`src/rtl/pkg_control_divisor.sv`:
```
// Shared constants and types for the speed controller.
//   SEL_MAX   : highest legal selection code (clk/16)
//   ANCHO_PRE : prescaler width, must be >= SEL_MAX
//   estado_e  : run/pause state encoding
//   sel_sat   : folds unreachable codes 5..7 onto SEL_MAX
package pkg_control_divisor;

  localparam int unsigned SEL_MAX   = 4;
  localparam int unsigned ANCHO_PRE = 4;
  localparam int unsigned ANCHO_SEL = 3;

  typedef enum logic {
    PAUSA = 1'b0,
    CORRE = 1'b1
  } estado_e;

  localparam logic [ANCHO_SEL-1:0] SEL_CLK   = 3'd0;
  localparam logic [ANCHO_SEL-1:0] SEL_CLK2  = 3'd1;
  localparam logic [ANCHO_SEL-1:0] SEL_CLK4  = 3'd2;
  localparam logic [ANCHO_SEL-1:0] SEL_CLK8  = 3'd3;
  localparam logic [ANCHO_SEL-1:0] SEL_CLK16 = 3'd4;

  localparam logic [ANCHO_SEL-1:0] SEL_TOPE = ANCHO_SEL'(SEL_MAX);

  function automatic logic [ANCHO_SEL-1:0] sel_sat(input logic [ANCHO_SEL-1:0] sel);
    return (sel > SEL_TOPE) ? SEL_TOPE : sel;
  endfunction

endpackage

```
`src/rtl/sincroniza_flanco.sv`:
```
// Two-flop synchronizer followed by a rising-edge detector.
//   clk   : system clock
//   rst_n : asynchronous active-low reset
//   btn   : raw asynchronous button level
//   pulso : one-cycle pulse on each synchronized rising edge
module sincroniza_flanco (
  input  logic clk,
  input  logic rst_n,
  input  logic btn,
  output logic pulso
);

  logic sync1_q;
  logic sync2_q;
  logic prev_q;

  always_ff @(posedge clk or negedge rst_n) begin
    if (!rst_n) begin
      sync1_q <= 1'b0;
      sync2_q <= 1'b0;
      prev_q  <= 1'b0;
    end else begin
      sync1_q <= btn;
      sync2_q <= sync1_q;
      prev_q  <= sync2_q;
    end
  end

  assign pulso = sync2_q & ~prev_q;

endmodule

```
`src/rtl/control_divisor.sv`:
```
// Speed controller for the counter's clock-divider selector.
//   iClk        : system clock
//   iReset      : asynchronous active-low reset
//   iBtnMas     : raw button, rising edge = one step slower
//   iBtnMenos   : raw button, rising edge = one step faster
//   iBtnPausa   : raw button, rising edge = toggle run/pause
//   ovSel       : applied selection (divider-mux select)
//   ovSelPend   : requested selection, applied at the next wrap while running
//   oClk2..16   : prescaler bits [0]..[3]
//   oTick       : one-cycle count enable at the applied rate, only while running
//   oCorriendo  : high in the running state
module control_divisor
  import pkg_control_divisor::*;
(
  input  logic                 iClk,
  input  logic                 iReset,
  input  logic                 iBtnMas,
  input  logic                 iBtnMenos,
  input  logic                 iBtnPausa,
  output logic [ANCHO_SEL-1:0] ovSel,
  output logic [ANCHO_SEL-1:0] ovSelPend,
  output logic                 oClk2,
  output logic                 oClk4,
  output logic                 oClk8,
  output logic                 oClk16,
  output logic                 oTick,
  output logic                 oCorriendo
);

  localparam logic [ANCHO_PRE-1:0] PreUno = ANCHO_PRE'(1);

  logic pulso_mas;
  logic pulso_menos;
  logic pulso_pausa;

  sincroniza_flanco u_sinc_mas (
    .clk   (iClk),
    .rst_n (iReset),
    .btn   (iBtnMas),
    .pulso (pulso_mas)
  );

  sincroniza_flanco u_sinc_menos (
    .clk   (iClk),
    .rst_n (iReset),
    .btn   (iBtnMenos),
    .pulso (pulso_menos)
  );

  sincroniza_flanco u_sinc_pausa (
    .clk   (iClk),
    .rst_n (iReset),
    .btn   (iBtnPausa),
    .pulso (pulso_pausa)
  );

  // Pending selection: saturating up/down, simultaneous presses cancel.
  logic [ANCHO_SEL-1:0] pend_q;
  logic [ANCHO_SEL-1:0] pend_d;
  logic [ANCHO_SEL-1:0] pend_sat;

  assign pend_sat = sel_sat(pend_q);

  always_comb begin
    pend_d = pend_sat;
    if (pulso_mas && !pulso_menos) begin
      if (pend_sat != SEL_TOPE) begin
        pend_d = pend_sat + 3'd1;
      end
    end else if (pulso_menos && !pulso_mas) begin
      if (pend_sat != SEL_CLK) begin
        pend_d = pend_sat - 3'd1;
      end
    end
  end

  always_ff @(posedge iClk or negedge iReset) begin
    if (!iReset) begin
      pend_q <= SEL_CLK;
    end else begin
      pend_q <= pend_d;
    end
  end

  // Run/pause FSM with the prescaler and applied selection as registered outputs.
  estado_e              estado_q;
  logic [ANCHO_PRE-1:0] pre_q;
  logic [ANCHO_SEL-1:0] sel_q;

  always_ff @(posedge iClk or negedge iReset) begin
    if (!iReset) begin
      estado_q <= PAUSA;
      pre_q    <= '0;
      sel_q    <= SEL_CLK;
    end else begin
      unique case (estado_q)
        PAUSA: begin
          pre_q <= '0;
          sel_q <= pend_q;
          if (pulso_pausa) begin
            estado_q <= CORRE;
          end
        end
        CORRE: begin
          // Only swap rates at the wrap so the tick spacing never glitches.
          if (pre_q == '1) begin
            sel_q <= pend_q;
          end
          if (pulso_pausa) begin
            estado_q <= PAUSA;
            pre_q    <= '0;
          end else begin
            pre_q <= pre_q + PreUno;
          end
        end
      endcase
    end
  end

  // Tick when the low ovSel prescaler bits are all ones; empty mask for sel 0.
  logic [ANCHO_SEL-1:0] sel_ef;
  logic [ANCHO_PRE-1:0] mascara;

  assign sel_ef = sel_sat(sel_q);

  always_comb begin
    mascara = '0;
    for (int i = 0; i < ANCHO_PRE; i++) begin
      mascara[i] = (i < int'(sel_ef));
    end
  end

  assign oTick      = (estado_q == CORRE) && ((pre_q & mascara) == mascara);
  assign oCorriendo = (estado_q == CORRE);
  assign ovSel      = sel_q;
  assign ovSelPend  = pend_q;
  assign oClk2      = pre_q[0];
  assign oClk4      = pre_q[1];
  assign oClk8      = pre_q[2];
  assign oClk16     = pre_q[3];

endmodule
```
`config.mk`:
```
export PLATFORM = sky130hd
export DESIGN_NAME = control_divisor
export DESIGN_NICKNAME = d
export VERILOG_FILES = /design/src/rtl/pkg_control_divisor.sv /design/src/rtl/sincroniza_flanco.sv /design/src/rtl/control_divisor.sv
export SDC_FILE = /design/constraint.sdc
export NUM_CORES = 1
export LEC_CHECK = 0
export CAP_MARGIN = 20
export CORE_ASPECT_RATIO = 1.25
export CORE_UTILIZATION = 37
export DETAILED_ROUTE_END_ITERATION = 12
export PLACE_DENSITY_LB_ADDON = 0.1
export SLEW_MARGIN = 20
export SYNTH_ARGS = -nofsm -noshare
export SYNTH_HDL_FRONTEND = slang
export SYNTH_HIERARCHICAL = 1
export SYNTH_SLANG_ARGS = --single-unit
```
`constraint.sdc`:
```
create_clock -name iClk -period 4.6 [get_ports iClk]
set_input_delay 0.92 -clock iClk [delete_from_list [all_inputs] [get_ports iClk]]
set_output_delay 0.92 -clock iClk [all_outputs]
set_load 0.005 [all_outputs]
```
Word level (Yosys, flattened, before mapping)
Index checks and enable logic that the tools add are counted.
{"block": "word_totals", "output_inout_bits": 12, "ff_bits": 20, "inputBits": 5}
{"block": "op_classes", "n_lt_le_gt_ge": 6, "add_sub_neg": 3, "n_reduce_logical": 6, "n_bitwise": 8, "eq_ne": 4, "n_mux": 13}
{"operator": "$mux 3", "count": 7}
{"operator": "$pmux 4 s2", "count": 1}
{"operator": "$gt 3x3->1 const B", "count": 2}
{"operator": "$lt 1x3->1 const A", "count": 2}
{"operator": "$lt 2x3->1 const A", "count": 2}
{"operator": "$pmux 3 s2", "count": 1}
{"operator": "$add 4x1->4 const B", "count": 1}
{"operator": "$and 4x4->4", "count": 1}
{"operator": "$eq 4x4->1", "count": 1}
{"operator": "$eq 4x4->1 const B", "count": 1}
{"operator": "$mux 4", "count": 1}
{"operator": "$not 1->1", "count": 4}
{"operator": "$add 3x1->3 const B", "count": 1}
{"operator": "$and 1x1->1", "count": 3}
{"operator": "$logic_and 1x1->1", "count": 3}
{"operator": "$ne 3x3->1 const B", "count": 1}
{"operator": "$reduce_bool 3->1", "count": 1}
{"operator": "$sub 3x1->3 const B", "count": 1}
{"operator": "$logic_not 1->1", "count": 2}
{"operator": "$mux 1", "count": 2}
{"operator": "$ne 2x1->1 const B", "count": 1}
{"operator": "$pmux 1 s2", "count": 1}

Longest topological paths before layout
{"block": "depth", "depth_word": 6, "ltp_mapped": 7, "depth_no_buf": 7}

Modules after synthesis
Netlist, hierarchy kept.
{"module": "control_divisor", "area_each_um2": 611.8, "n_inst": 1, "cells_per_inst": 56}
{"module": "sincroniza_flanco", "area_each_um2": 88.8, "n_inst": 3, "cells_per_inst": 4}

Worst setup path before layout
Ideal clock, no wire load.
{"block": "synth_timing", "kind": "flip-flop to output port", "start": "reg pre_q[2]", "end": "out oTick", "n_path_buf": 0, "path_stages_with_launch": 3, "path_slack_ps": 2844, "arrival_ps": 836, "cell_sequence": "dfrtp_1 > o21ai_0 > a221oi_1"}
{"block": "synth_via", "elab_chain_cells": 3}
{"element": "start: declaration", "line": "control_divisor.sv:87", "source": "logic [ANCHO_PRE-1:0] pre_q;"}
{"element": "start signal: assignment", "line": "control_divisor.sv:113", "source": "pre_q <= pre_q + PreUno;"}
{"element": "$and 4x4->4", "line": "control_divisor.sv:133", "source": "assign oTick = (estado_q == CORRE) && ((pre_q & mascara) == mascara);"}
{"element": "$eq 4x4->1", "line": "control_divisor.sv:133"}
{"element": "$logic_and 1x1->1", "line": "control_divisor.sv:133"}
{"element": "end: declaration", "line": "control_divisor.sv:26", "source": "output logic oTick,"}
No other way between the ends.

Final worst setup path
Ends and elaborated chain as after synthesis.

==> impl_metrics.tcl <==
set metrics [dict create \
    outcome "complete, no violations" \
    grt_max_degree 21 \
    drive_gt1_frac 0.126 \
    drv_cap 0 \
    grt_antenna_before_repair 0 \
    yosysSeqAreaShare 0.570 \
    die_x_um 45.6 \
    ys_ff_latch 20 \
    leakage_uw 0.000513 \
    holdBufCountCts 0 \
    tightest_slew_ps 847 \
    crit_path_end_kind "primary output" \
    yosys.area.top_type_share 0.570 \
    firstDrtPassIters 3 \
    via_per_inst 4.45 \
    wirelength_mm 1.34 \
    p_int_uw 471 \
    grt_pass1_vias 595 \
    vdd_drop_max_uv 314 \
    setup-tns-final_ps 0 \
    ant_nets 0 \
    hpwl_mm 1.01 \
    path_clk_slew_ps 110 \
    cts_resized 0 \
    synth_fp_nets 79 \
    critical_path_arrival_ps 1680 \
    power.share.combinational 0.391 \
    rows 19 \
    clock_skew_ps 3.03 \
    syn_inst 68 \
    wl_per_cell_um 11.3 \
    core_area_um2 2210 \
    diodes 0 \
    syn_area_um2 878 \
    syn_to_final_growth_pct 28.2 \
    io_pins 17 \
    syn_area_per_cell_um2 12.9 \
    seq_power_share 0.402 \
    finalCriticalPeriod_ps 2600 \
    postCtsSetupBuffers 0 \
    dieArea_um2 2570 \
    fill_cells 211 \
    via_count 525 \
    grt_pass1_wl_mm 2.60 \
    yosysTopAreaCell "dfrtp_1" \
    final_nets 99 \
    cts_buffers 3 \
    drtIter0Drc 5 \
    critPathLaunchType "flip-flop" \
    htreeDepth 1 \
    p_sw_uw 202 \
    clockBufferDepth 2 \
    cts_root_buf "clkbuf_4" \
    setup_viol 0 \
    portBuffers 16 \
    start_util 0.397 \
    drc_errors 0 \
    cts.sinks 20 \
    place.gp.congestion 0.661 \
    power_density_nw_per_um2 598 \
    timing.fmax_mhz 385 \
    required_ps 3680 \
    power_uw 673 \
    switching_share 0.300 \
    ys_top_cells_by_area "dfrtp_1 57%, ha_1 8.5%, nor2b_4 4.7%, mux2i_1 4.6%, mux2_2 3.8%" \
    hold_path.class "flip-flop to flip-flop" \
    fp.dieH_um 56.5 \
    crit_fanout 6 \
    grt.overflow.total 0 \
    slew_violations 0 \
    rsz0062_at_grt "false" \
    grtUsageTotal 0.142 \
    max_slew_margin 0.434 \
    cts_tree "built" \
    synth.distinct_cells 20 \
    yosysWarnings 6 \
    clk_latency_ps 290 \
    period_share 0.565 \
    hold_violations 0 \
    clockPowerShare 0.207 \
    path_class "flip-flop to primary output" \
]
[stage by stage]
step                      cell area [um^2]  hold WS (ps)  setup WS [ps]   util  cells
after floorplan                        878           331           2840      -     68
after CTS                             1130           365           1970  0.509    118
after detailed placement              1070           338           2310  0.486    114
after global placement                1070           334           2350  0.486    114
after global routing                  1130           377           1860  0.509    118
final                                 1130           364           2000  0.509    118
[synth_stat cells]
library cell   n
clkbuf_1       1
nor2b_4        3
mux2i_1        4
o22ai_1        1
nand4_1        1
ha_1           6
nand2_1        1
dfrtp_1       20
a221oi_1       1
nor3b_1        1
xnor2_1        3
xor2_1         2
o21ai_0        2
nor2b_1        1
inv_1          6
nand3_1        2
mux2_4         1
nand2b_1       4
nor2_1         5
mux2_2         3
[state kept, by name (all words and copies together) (netlist names)]
signal and cells:
ovSel 3, u_sinc_mas/sync2_q 1, u_sinc_menos/sync1_q 1, u_sinc_pausa/sync1_q 1
ovSelPend 3, u_sinc_pausa/prev_q 1, u_sinc_mas/prev_q 1, u_sinc_menos/sync2_q 1
oCorriendo 1, pre_q 4, u_sinc_mas/sync1_q 1, u_sinc_pausa/sync2_q 1
u_sinc_menos/prev_q 1
[routing by layer]
metal  part of all wire  GRT usage  vias to the layer above
met5                  0          0                        -
met4              0.013     0.0909                        0
met3              0.031     0.0289                        2
met2               0.52      0.212                       11
met1               0.44      0.180                      251
li1                   -          -                      261
[logic make-up (layout without fill, tap and decap cells)]
logic type               count (synthesis)  in the layout  synth area share
AND/OR/NAND/NOR                         18             18             0.135
buffers and inverters                    7             26            0.0299
AO/OA/AOI/OAI                            4              4            0.0285
XOR/XNOR                                 5              5            0.0499
flip-flops                              20             20             0.570
adder cells (fa/ha/maj)                  6              6            0.0855
multiplexers                             8              8             0.101
[final cells by class]
type,count,area (um^2),area share
sequential,20,500,0.444
multi-input combinational,41,352,0.312
timing repair buffer,16,160,0.142
tap,31,38.8,0.0344
clock inverter,1,30.0,0.0267
clock buffer,3,22.5,0.0200
inverter,6,22.5,0.0200
[final timing paths]
check	to	cells past startpoint	slack [ps]	start
min	u_sinc_mas/sync2_q	0	360	u_sinc_mas/sync1_q
min reg2reg	u_sinc_mas/sync2_q	0	360	u_sinc_mas/sync1_q
max	oTick	3	2000	pre_q[2]
max reg2reg	ovSelPend[1]	7	2690	ovSelPend[2]
max in group asynchronous	pre_q[1]	1	2980	iReset
min in group asynchronous	pre_q[2]	1	1100	iReset
[worst max-delay path, cell delays in order, from the launching register on]
cell	delay, ps
dfrtp_1	450
o21ai_0	110
a221oi_1	290
clkdlybuf4s50_1	540
[power groups by stage]
stage | Combinational [uW] | Clock [uW] | Sequential (uW)
after floorplan | 152 | 0 | 267
after global placement | 266 | 0 | 274
after detailed placement | 269 | 0 | 276
after CTS | 270 | 145 | 273
after global routing | 306 | 156 | 282
final | 263 | 139 | 270
[cells in the final DEF (no fill, tap or decap)]
cell             count
nand2_1              1
clkdlybuf4s50_1     16
nand2b_1             4
mux2_4               1
nor2b_1              1
nand3_1              2
inv_1                6
mux2_2               3
ha_1                 6
dfrtp_1             20
o22ai_1              1
mux2i_1              4
nor2_1               5
bufinv_16            1
nand4_1              1
clkbuf_4             3
a221oi_1             1
o21ai_0              2
nor2b_4              3
nor3b_1              1
xor2_1               2
xnor2_1              3
No activity file was read; power rests on OpenSTA's default activity.
